==> config.mk <==
export PLATFORM = sky130hd
export DESIGN_NAME = mem_ctrl_line
export DESIGN_NICKNAME = d
export VERILOG_FILES = /design/src/rtl/mem_ctrl_line.sv
export SDC_FILE = /design/constraint.sdc
export NUM_CORES = 2
export LEC_CHECK = 0
export CAP_MARGIN = 25
export CORE_AREA = 5 5 503 505
export DETAILED_ROUTE_END_ITERATION = 16
export DIE_AREA = 0 0 508 510
export PLACE_DENSITY = 0.42
export SETUP_SLACK_MARGIN = 0.5
export SLEW_MARGIN = 10
export SYNTH_ARGS = -nofsm -noshare
export SYNTH_HDL_FRONTEND = slang
export SYNTH_SLANG_ARGS = --single-unit
==> constraint.sdc <==
create_clock -name clk -period 3.2 [get_ports clk]
set_clock_uncertainty 0.05 [all_clocks]
set_input_delay 0.48 -clock clk [delete_from_list [all_inputs] [get_ports clk]]
set_output_delay 0.48 -clock clk [all_outputs]
set_load 0.005 [all_outputs]
==> src/rtl/mem_ctrl_line.sv <==
// mem_ctrl_line: bridges CPU word reads/writes onto host cache-line transactions.
// Defining MEM_CTRL_LINE_BUF_EN adds a one-line write-back buffer (tag/valid/dirty).

module mem_ctrl_line #(
    parameter int ADDR_BITCOUNT = 64,
    parameter int WORD_SIZE     = 32,
    parameter int CL_SIZE_WIDTH = 512
) (
    input  logic                      clk,
    input  logic                      rst_n,
    input  logic                      host_init,
    input  logic [1:0]                op,
    input  logic [ADDR_BITCOUNT-1:0]  raw_address,
    input  logic [ADDR_BITCOUNT-1:0]  address_offset,
    input  logic [WORD_SIZE-1:0]      common_data_bus_read_in,
    output logic [WORD_SIZE-1:0]      common_data_bus_write_out,
    input  logic [CL_SIZE_WIDTH-1:0]  host_data_bus_read_in,
    output logic [CL_SIZE_WIDTH-1:0]  host_data_bus_write_out,
    input  logic                      host_rd_ready,
    input  logic                      host_wr_ready,
    output logic                      host_re,
    output logic                      host_we,
    output logic [ADDR_BITCOUNT-1:0]  corrected_address,
    output logic                      ready,
    output logic                      tx_done,
    output logic                      rd_valid
);

    localparam int LINE_BYTES = CL_SIZE_WIDTH / 8;
    localparam int WORDS      = CL_SIZE_WIDTH / WORD_SIZE;
    localparam int WORD_LSB   = $clog2(WORD_SIZE / 8);
    localparam int IDX_W      = (WORDS > 1) ? $clog2(WORDS) : 1;
    localparam logic [ADDR_BITCOUNT-1:0] OFF_MASK = ADDR_BITCOUNT'(LINE_BYTES - 1);

    localparam logic [1:0] OP_NOP   = 2'b00;
    localparam logic [1:0] OP_READ  = 2'b01;
    localparam logic [1:0] OP_WRITE = 2'b10;
    localparam logic [1:0] OP_FLUSH = 2'b11;

    typedef enum logic [2:0] {
        S_UNINIT,
        S_IDLE,
        S_WB,
        S_FETCH,
        S_WT,
        S_DONE
    } state_t;

    function automatic logic [WORD_SIZE-1:0] select_word(
        input logic [CL_SIZE_WIDTH-1:0] line,
        input logic [IDX_W-1:0]         idx
    );
        logic [WORD_SIZE-1:0] w;
        w = '0;
        for (int k = 0; k < WORDS; k++) begin
            if (IDX_W'(k) == idx) w = line[k*WORD_SIZE +: WORD_SIZE];
        end
        return w;
    endfunction

    function automatic logic [CL_SIZE_WIDTH-1:0] merge_word(
        input logic [CL_SIZE_WIDTH-1:0] line,
        input logic [IDX_W-1:0]         idx,
        input logic [WORD_SIZE-1:0]     word
    );
        logic [CL_SIZE_WIDTH-1:0] l;
        l = line;
        for (int k = 0; k < WORDS; k++) begin
            if (IDX_W'(k) == idx) l[k*WORD_SIZE +: WORD_SIZE] = word;
        end
        return l;
    endfunction

    state_t                    state, state_n;
    logic [1:0]                op_q, op_q_n;
    logic [ADDR_BITCOUNT-1:0]  line_addr_q, line_addr_q_n;
    logic [IDX_W-1:0]          idx_q, idx_q_n;
    logic [WORD_SIZE-1:0]      wdata_q, wdata_q_n;

    logic                      ready_n, tx_done_n, rd_valid_n, host_re_n, host_we_n;
    logic [ADDR_BITCOUNT-1:0]  corr_n;
    logic [CL_SIZE_WIDTH-1:0]  wr_out_n;
    logic [WORD_SIZE-1:0]      rdata_n;

    logic [ADDR_BITCOUNT-1:0]  ea, ea_line;
    logic [IDX_W-1:0]          ea_idx;
    logic [CL_SIZE_WIDTH-1:0]  fetch_merged;

    assign ea           = raw_address + address_offset;
    assign ea_line      = ea & ~OFF_MASK;
    assign ea_idx       = (WORDS > 1) ? IDX_W'(ea >> WORD_LSB) : '0;
    assign fetch_merged = merge_word(host_data_bus_read_in, idx_q, wdata_q);

`ifdef MEM_CTRL_LINE_BUF_EN
    logic [CL_SIZE_WIDTH-1:0]  buf_line, buf_line_n;
    logic [ADDR_BITCOUNT-1:0]  buf_tag, buf_tag_n;
    logic                      buf_valid, buf_valid_n;
    logic                      buf_dirty, buf_dirty_n;
    logic                      hit;

    assign hit = buf_valid && (buf_tag == ea_line);
`endif

    always_comb begin
        state_n       = state;
        op_q_n        = op_q;
        line_addr_q_n = line_addr_q;
        idx_q_n       = idx_q;
        wdata_q_n     = wdata_q;
        ready_n       = 1'b0;
        tx_done_n     = 1'b0;
        rd_valid_n    = 1'b0;
        host_re_n     = host_re;
        host_we_n     = host_we;
        corr_n        = corrected_address;
        wr_out_n      = host_data_bus_write_out;
        rdata_n       = common_data_bus_write_out;
`ifdef MEM_CTRL_LINE_BUF_EN
        buf_line_n    = buf_line;
        buf_tag_n     = buf_tag;
        buf_valid_n   = buf_valid;
        buf_dirty_n   = buf_dirty;
`endif

        case (state)
            S_UNINIT: begin
                if (host_init) begin
                    state_n = S_IDLE;
                    ready_n = 1'b1;
                end
            end

            // DONE doubles as an idle cycle so a new op can follow immediately.
            S_IDLE, S_DONE: begin
                state_n = S_IDLE;
                ready_n = 1'b1;
                if (op != OP_NOP) begin
                    ready_n       = 1'b0;
                    op_q_n        = op;
                    line_addr_q_n = ea_line;
                    idx_q_n       = ea_idx;
                    wdata_q_n     = common_data_bus_read_in;
`ifdef MEM_CTRL_LINE_BUF_EN
                    if (op == OP_FLUSH && !buf_dirty) begin
                        buf_valid_n = 1'b0;
                        state_n     = S_DONE;
                        tx_done_n   = 1'b1;
                        ready_n     = 1'b1;
                    end else if (op != OP_FLUSH && hit) begin
                        state_n   = S_DONE;
                        tx_done_n = 1'b1;
                        ready_n   = 1'b1;
                        if (op == OP_READ) begin
                            rd_valid_n = 1'b1;
                            rdata_n    = select_word(buf_line, ea_idx);
                        end else begin
                            buf_line_n  = merge_word(buf_line, ea_idx, common_data_bus_read_in);
                            buf_dirty_n = 1'b1;
                        end
                    end else if (buf_dirty) begin
                        state_n   = S_WB;
                        host_we_n = 1'b1;
                        corr_n    = buf_tag;
                        wr_out_n  = buf_line;
                    end else begin
                        state_n   = S_FETCH;
                        host_re_n = 1'b1;
                        corr_n    = ea_line;
                    end
`else
                    if (op == OP_FLUSH) begin
                        state_n   = S_DONE;
                        tx_done_n = 1'b1;
                        ready_n   = 1'b1;
                    end else begin
                        state_n   = S_FETCH;
                        host_re_n = 1'b1;
                        corr_n    = ea_line;
                    end
`endif
                end
            end

`ifdef MEM_CTRL_LINE_BUF_EN
            S_WB: begin
                if (host_wr_ready) begin
                    host_we_n   = 1'b0;
                    buf_dirty_n = 1'b0;
                    if (op_q == OP_FLUSH) begin
                        buf_valid_n = 1'b0;
                        state_n     = S_DONE;
                        tx_done_n   = 1'b1;
                        ready_n     = 1'b1;
                    end else begin
                        state_n   = S_FETCH;
                        host_re_n = 1'b1;
                        corr_n    = line_addr_q;
                    end
                end
            end
`endif

            S_FETCH: begin
                if (host_rd_ready) begin
                    host_re_n = 1'b0;
`ifdef MEM_CTRL_LINE_BUF_EN
                    buf_tag_n   = line_addr_q;
                    buf_valid_n = 1'b1;
                    buf_dirty_n = (op_q == OP_WRITE);
                    buf_line_n  = (op_q == OP_WRITE) ? fetch_merged : host_data_bus_read_in;
                    state_n     = S_DONE;
                    tx_done_n   = 1'b1;
                    ready_n     = 1'b1;
                    if (op_q == OP_READ) begin
                        rd_valid_n = 1'b1;
                        rdata_n    = select_word(host_data_bus_read_in, idx_q);
                    end
`else
                    if (op_q == OP_READ) begin
                        state_n    = S_DONE;
                        tx_done_n  = 1'b1;
                        ready_n    = 1'b1;
                        rd_valid_n = 1'b1;
                        rdata_n    = select_word(host_data_bus_read_in, idx_q);
                    end else begin
                        state_n   = S_WT;
                        host_we_n = 1'b1;
                        wr_out_n  = fetch_merged;
                    end
`endif
                end
            end

            S_WT: begin
                if (host_wr_ready) begin
                    host_we_n = 1'b0;
                    state_n   = S_DONE;
                    tx_done_n = 1'b1;
                    ready_n   = 1'b1;
                end
            end

            default: begin
                state_n = S_IDLE;
                ready_n = 1'b1;
            end
        endcase
    end

    // Reset drops any in-flight host request and discards buffered data.
    always_ff @(posedge clk) begin
        if (!rst_n) begin
            state                     <= S_UNINIT;
            op_q                      <= OP_NOP;
            line_addr_q               <= '0;
            idx_q                     <= '0;
            wdata_q                   <= '0;
            ready                     <= 1'b0;
            tx_done                   <= 1'b0;
            rd_valid                  <= 1'b0;
            host_re                   <= 1'b0;
            host_we                   <= 1'b0;
            corrected_address         <= '0;
            host_data_bus_write_out   <= '0;
            common_data_bus_write_out <= '0;
`ifdef MEM_CTRL_LINE_BUF_EN
            buf_line                  <= '0;
            buf_tag                   <= '0;
            buf_valid                 <= 1'b0;
            buf_dirty                 <= 1'b0;
`endif
        end else begin
            state                     <= state_n;
            op_q                      <= op_q_n;
            line_addr_q               <= line_addr_q_n;
            idx_q                     <= idx_q_n;
            wdata_q                   <= wdata_q_n;
            ready                     <= ready_n;
            tx_done                   <= tx_done_n;
            rd_valid                  <= rd_valid_n;
            host_re                   <= host_re_n;
            host_we                   <= host_we_n;
            corrected_address         <= corr_n;
            host_data_bus_write_out   <= wr_out_n;
            common_data_bus_write_out <= rdata_n;
`ifdef MEM_CTRL_LINE_BUF_EN
            buf_line                  <= buf_line_n;
            buf_tag                   <= buf_tag_n;
            buf_valid                 <= buf_valid_n;
            buf_dirty                 <= buf_dirty_n;
`endif
        end
    end

endmodule

==> run summary <==
Die outline height: 510 um. Classification of the worst-slack hold path: primary input to flip-flop. The pre-antenna-repair detailed-routing pass consisted of 8 iterations. For this design, the slowest cell found on the critical path is sky130_fd_sc_hd__a222oi_1.

After synthesis, the most frequently instantiated cells are sky130_fd_sc_hd__dfxtp_1, sky130_fd_sc_hd__nand2_1, sky130_fd_sc_hd__nor2_1. The number of input and output port buffers inserted is 1285, and the worst reg-to-reg setup slack is 130 ps. The cell type with the largest total area after synthesis is sky130_fd_sc_hd__dfxtp_1.

The clock period could shrink to 3070 ps. In this run, post-CTS hold repair placed 0 buffers. The logs give 0 for the final max-slew violation count and 0 for the number of warning messages in the yosys log.

In this run, the combinational gates consume 25.0% of the power. The number of vias after detailed routing was 42153. The number of instances in the synthesized netlist came out at 4194.

In this design, the critical path's most frequently occurring cell is sky130_fd_sc_hd__buf_4. At the worst endpoint, the required time is 3730 ps. The number of nets with antenna violations after routing was 0; the starting density of the core was 13.7%.

After the first detailed-routing iteration, the DRC count stood at 3717. The post-route clock period utilization came out at 95.9%. The floorplan core area is 248000 um^2.

The floorplan step defined a die boundary enclosing 259000 um^2. After floorplanning, the core was divided into 183 placement rows. The logs give 3600 ps for the arrival time of the worst setup path and 104 for the pin count of the biggest net entering global routing.

For this run, the register share of the synthesized area comes to 38.1%. Of the cells placed in the final design, the portion with a size suffix greater than 1 is 18.2%. In this run the deepest clock path goes through 3 buffers. Largest driver fanout on the critical path: 4. The share of total power dissipated in sequential elements is 31.8%. The number of nets in the final layout is 6484. Summed over all nets, the switching power comes to 9.07 mW.

Kind of start point of the critical path: a flip-flop. Walking the worst path, the cells encountered are buf_8 > buf_4 > nor3_4 > buf_12 > a222oi_1 > a31oi_2 > a21oi_2 > buf_4 > nand4_1 > o211ai_1 > a21oi_1. The beginning of the critical path is idx_q[0]$_SDFFE_PN0P_. The tools report the non-filler instance count after layout as 9203.

From left edge to right edge, the die measures 508 um. Launching point of the worst reg2reg path: idx_q[0]$_SDFFE_PN0P_. Net switching is 33.2% of the power. The logs give 126 for the initial antenna violation count and 8868 for the number of placed instances with taps included. The tool flagged a number of max-cap violations equal to 0.

Via count of the first global-routing pass: 41589. CTS placed an instance of sky130_fd_sc_hd__clkbuf_16 at the clock tree root. The synthesized area divided by synthesized cell count came out at 8.12 um^2.

The critical path contains buffers and inverters numbering 4 combined. In this run, CTS created clock tree buffers numbering 94. The synthesized design contains 648 register bits. The largest single stage delay on the critical path is 780 ps. At the end of routability-driven placement, the weighted congestion stood at 0.962.

TritonCTS built the clock tree. At the pin with the least slew margin, the transition time is 1300 ps. Global routing finished with a remaining overflow of 0. The end of the worst register-to-register path was common_data_bus_write_out[29]$_SDFFE_PN0P_.

Critical path capture point type: a flip-flop. In the synthesized netlist the async set-or-reset flop fraction comes to 0%. The worst hold path begins at common_data_bus_read_in[22]. For this run, the leading register cell type out of synthesis is sky130_fd_sc_hd__dfxtp_1. The run finished with clean final reports.

After global routing, the most crowded layer is met2. sky130_fd_sc_hd__dfxtp_1 is the most common cell in the netlist. The clock net in this run drives a total of 648 sinks. In the global route stage, met3 resource usage came out at 9.43%. The final count of hold timing violations came out at 0. The sum of negative setup slack was 0 ps; the count of endpoints failing setup in the final report was 0. In the final routed layout, each cell accounts on average for 39.7 um.

The run gives 13.1% as the headroom to the max-slew limit. Once layout is complete, the utilization of the core stands at 24.3%. The critical path is of the flip-flop to flip-flop type.

In this run, distinct cell masters in the synthesized netlist total 80. The clock network burns 43.2% of the power. The mean number of vias per cell works out to 4.58. The HPWL after detailed placement is 301000 um.

In this run the static leakage power is 20.5 nW. After detailed routing, the number of remaining DRC violations is 0. Counting cells, the worst reg-to-reg path comes to 11. Yosys attributes the largest share of cell area to sky130_fd_sc_hd__dfxtp_1, sky130_fd_sc_hd__mux2i_1, sky130_fd_sc_hd__a211oi_1, sky130_fd_sc_hd__nand2_1, sky130_fd_sc_hd__nor2_1.

The worst-case IR drop observed on VDD is 0.000394 V. Worst min-delay path endpoint: wdata_q[22]$_SDFFE_PN0P_. Grouping stages by cell kind, the critical path spends the most delay in compound AO/OA/AOI/OAI gates.

The logs give 730 ps for the clock latency of the later-clocked register in the worst-skew pair and 28.7% for the fraction of met1 tracks used by global routing. During I/O placement, the number of pins put on the boundary was 1292. The synthesized netlist occupies a cell area of 34100 um^2. The final routed wirelength across all metal layers is 365000 um, and the register clock-pin slew on the reported worst setup and hold paths is 60 ps.

The highest achievable clock rate was 0.326 GHz; the power density over the cells was 454 nW/um^2. The total global routing track utilization came out at 26.7%. The H-tree was split into 3 levels. Summed over its instances, the top area cell type makes up 38.1% of the synthesized netlist area. In this run, synthesis inferred 0 flip-flops with an integrated enable.

Setup repair after global routing could not meet its margin everywhere. The hold path depth works out to 3. From synthesis to final layout, the design area changed by 76.9%. The global-route met2 utilization is 47.3%, and the cell-internal power is 18.3 mW. The tools report the first-pass GRT wire length as 455000 um.
==> per-stage QoR <==
stage	instance area, um^2	setup slack (ps)	hold WS, ps	power (mW)
2_1_floorplan	34100	286	382	10.7
3_3_place_gp	53900	-1000	391	15.1
3_5_place_dp	53900	-1020	396	15.1
4_1_cts	59000	126	141	27.5
5_1_grt	60200	124	205	28.3
6_report	60300	130	246	27.3
==> sequential cells by signal, indices dropped and copies added, names as in the netlist <==
signal,cells
common_data_bus_write_out,32
corrected_address,58
host_data_bus_write_out,512
host_re,1
host_we,1
idx_q,4
op_q,2
rd_valid,1
ready,1
state,3
tx_done,1
wdata_q,32
==> layout make-up <==
class | count | area, um^2
Antenna cell | 54 | 135
Sequential cell | 648 | 13000
Multi-Input combinational cell | 3087 | 20900
Inverter | 26 | 105
Tap cell | 3330 | 4170
Clock buffer | 123 | 2660
Timing Repair Buffer | 1884 | 18500
Fill cell | 27224 | 187000
Clock inverter | 51 | 714
==> worst min-delay path: cells and delay by family <==
family / cells / cell delay, ps
simple gates: 1 / 50
buf+inv: 1 / 400
compound gates: 1 / 50
==> layout by cell type, fill, tap and decap left out, drive strengths merged, types with 57 or more instances in the layout <==
cell,netlist,routed
nand2,636,636
clkbuf,359,132
a211oi,333,333
dfxtp,648,648
buf,80,592
mux2i,365,365
a22oi,57,57
nor2,618,618
a21oi,228,228
ha,64,64
a311oi,201,201
o21ai,74,74
clkdlybuf4s50,0,1213
==> cell families after synthesis <==
kind of cell / count (synthesis) / synth area share [%]
AOI/OAI and AO/OA: 1154 / 24.5
xor gates and xnor gates: 47 / 1.21
adders and majority gates: 64 / 2.35
buffers and inverters: 466 / 5.58
DFF: 648 / 38.1
muxes: 371 / 11.1
other: 1 / 0.0110
and+or+nand+nor: 1443 / 17.2
==> layer usage <==
metal  share of wire [%]  wire, um
met1                  36    132000
met2                  49    178000
met3                 9.2     33500
met4                 5.9     21700
met5               0.067       244
==> repair_timing <==
action	4_1_cts	5_1_grt
buffers inserted	54	43
resized for setup	245	184
cloned	7	3
hold endpoints to repair	0	0
endpoints found under the setup margin	89	55
pin swaps	73	106
==> power groups by stage <==
stage                     registers, mW  logic (mW)  clock network, mW
after global placement             8.88        6.25                  0
after CTS                          8.70        6.69               12.1
after floorplan                    8.56        2.14                  0
final                              8.70        6.84               11.8
after global routing               8.71        7.16               12.4
after detailed placement           8.88        6.22                  0
==> how the worst max path moves through the flow <==
| stage | to | depth (start not counted) | slack [ps] |
|---|---|---|---|
| final | common_data_bus_write_out[29]$_SDFFE_PN0P_ | 11 | 130 |
| after global routing | common_data_bus_write_out[14]$_SDFFE_PN0P_ | 11 | 120 |
| after CTS | common_data_bus_write_out[29]$_SDFFE_PN0P_ | 11 | 130 |
| after detailed placement | common_data_bus_write_out[14]$_SDFFE_PN0P_ | 11 | -1020 |
| after global placement | common_data_bus_write_out[14]$_SDFFE_PN0P_ | 11 | -1000 |
| after floorplan | corrected_address[59]$_SDFFE_PN0P_ | 11 | 290 |
(Power assumes the default switching activity.)
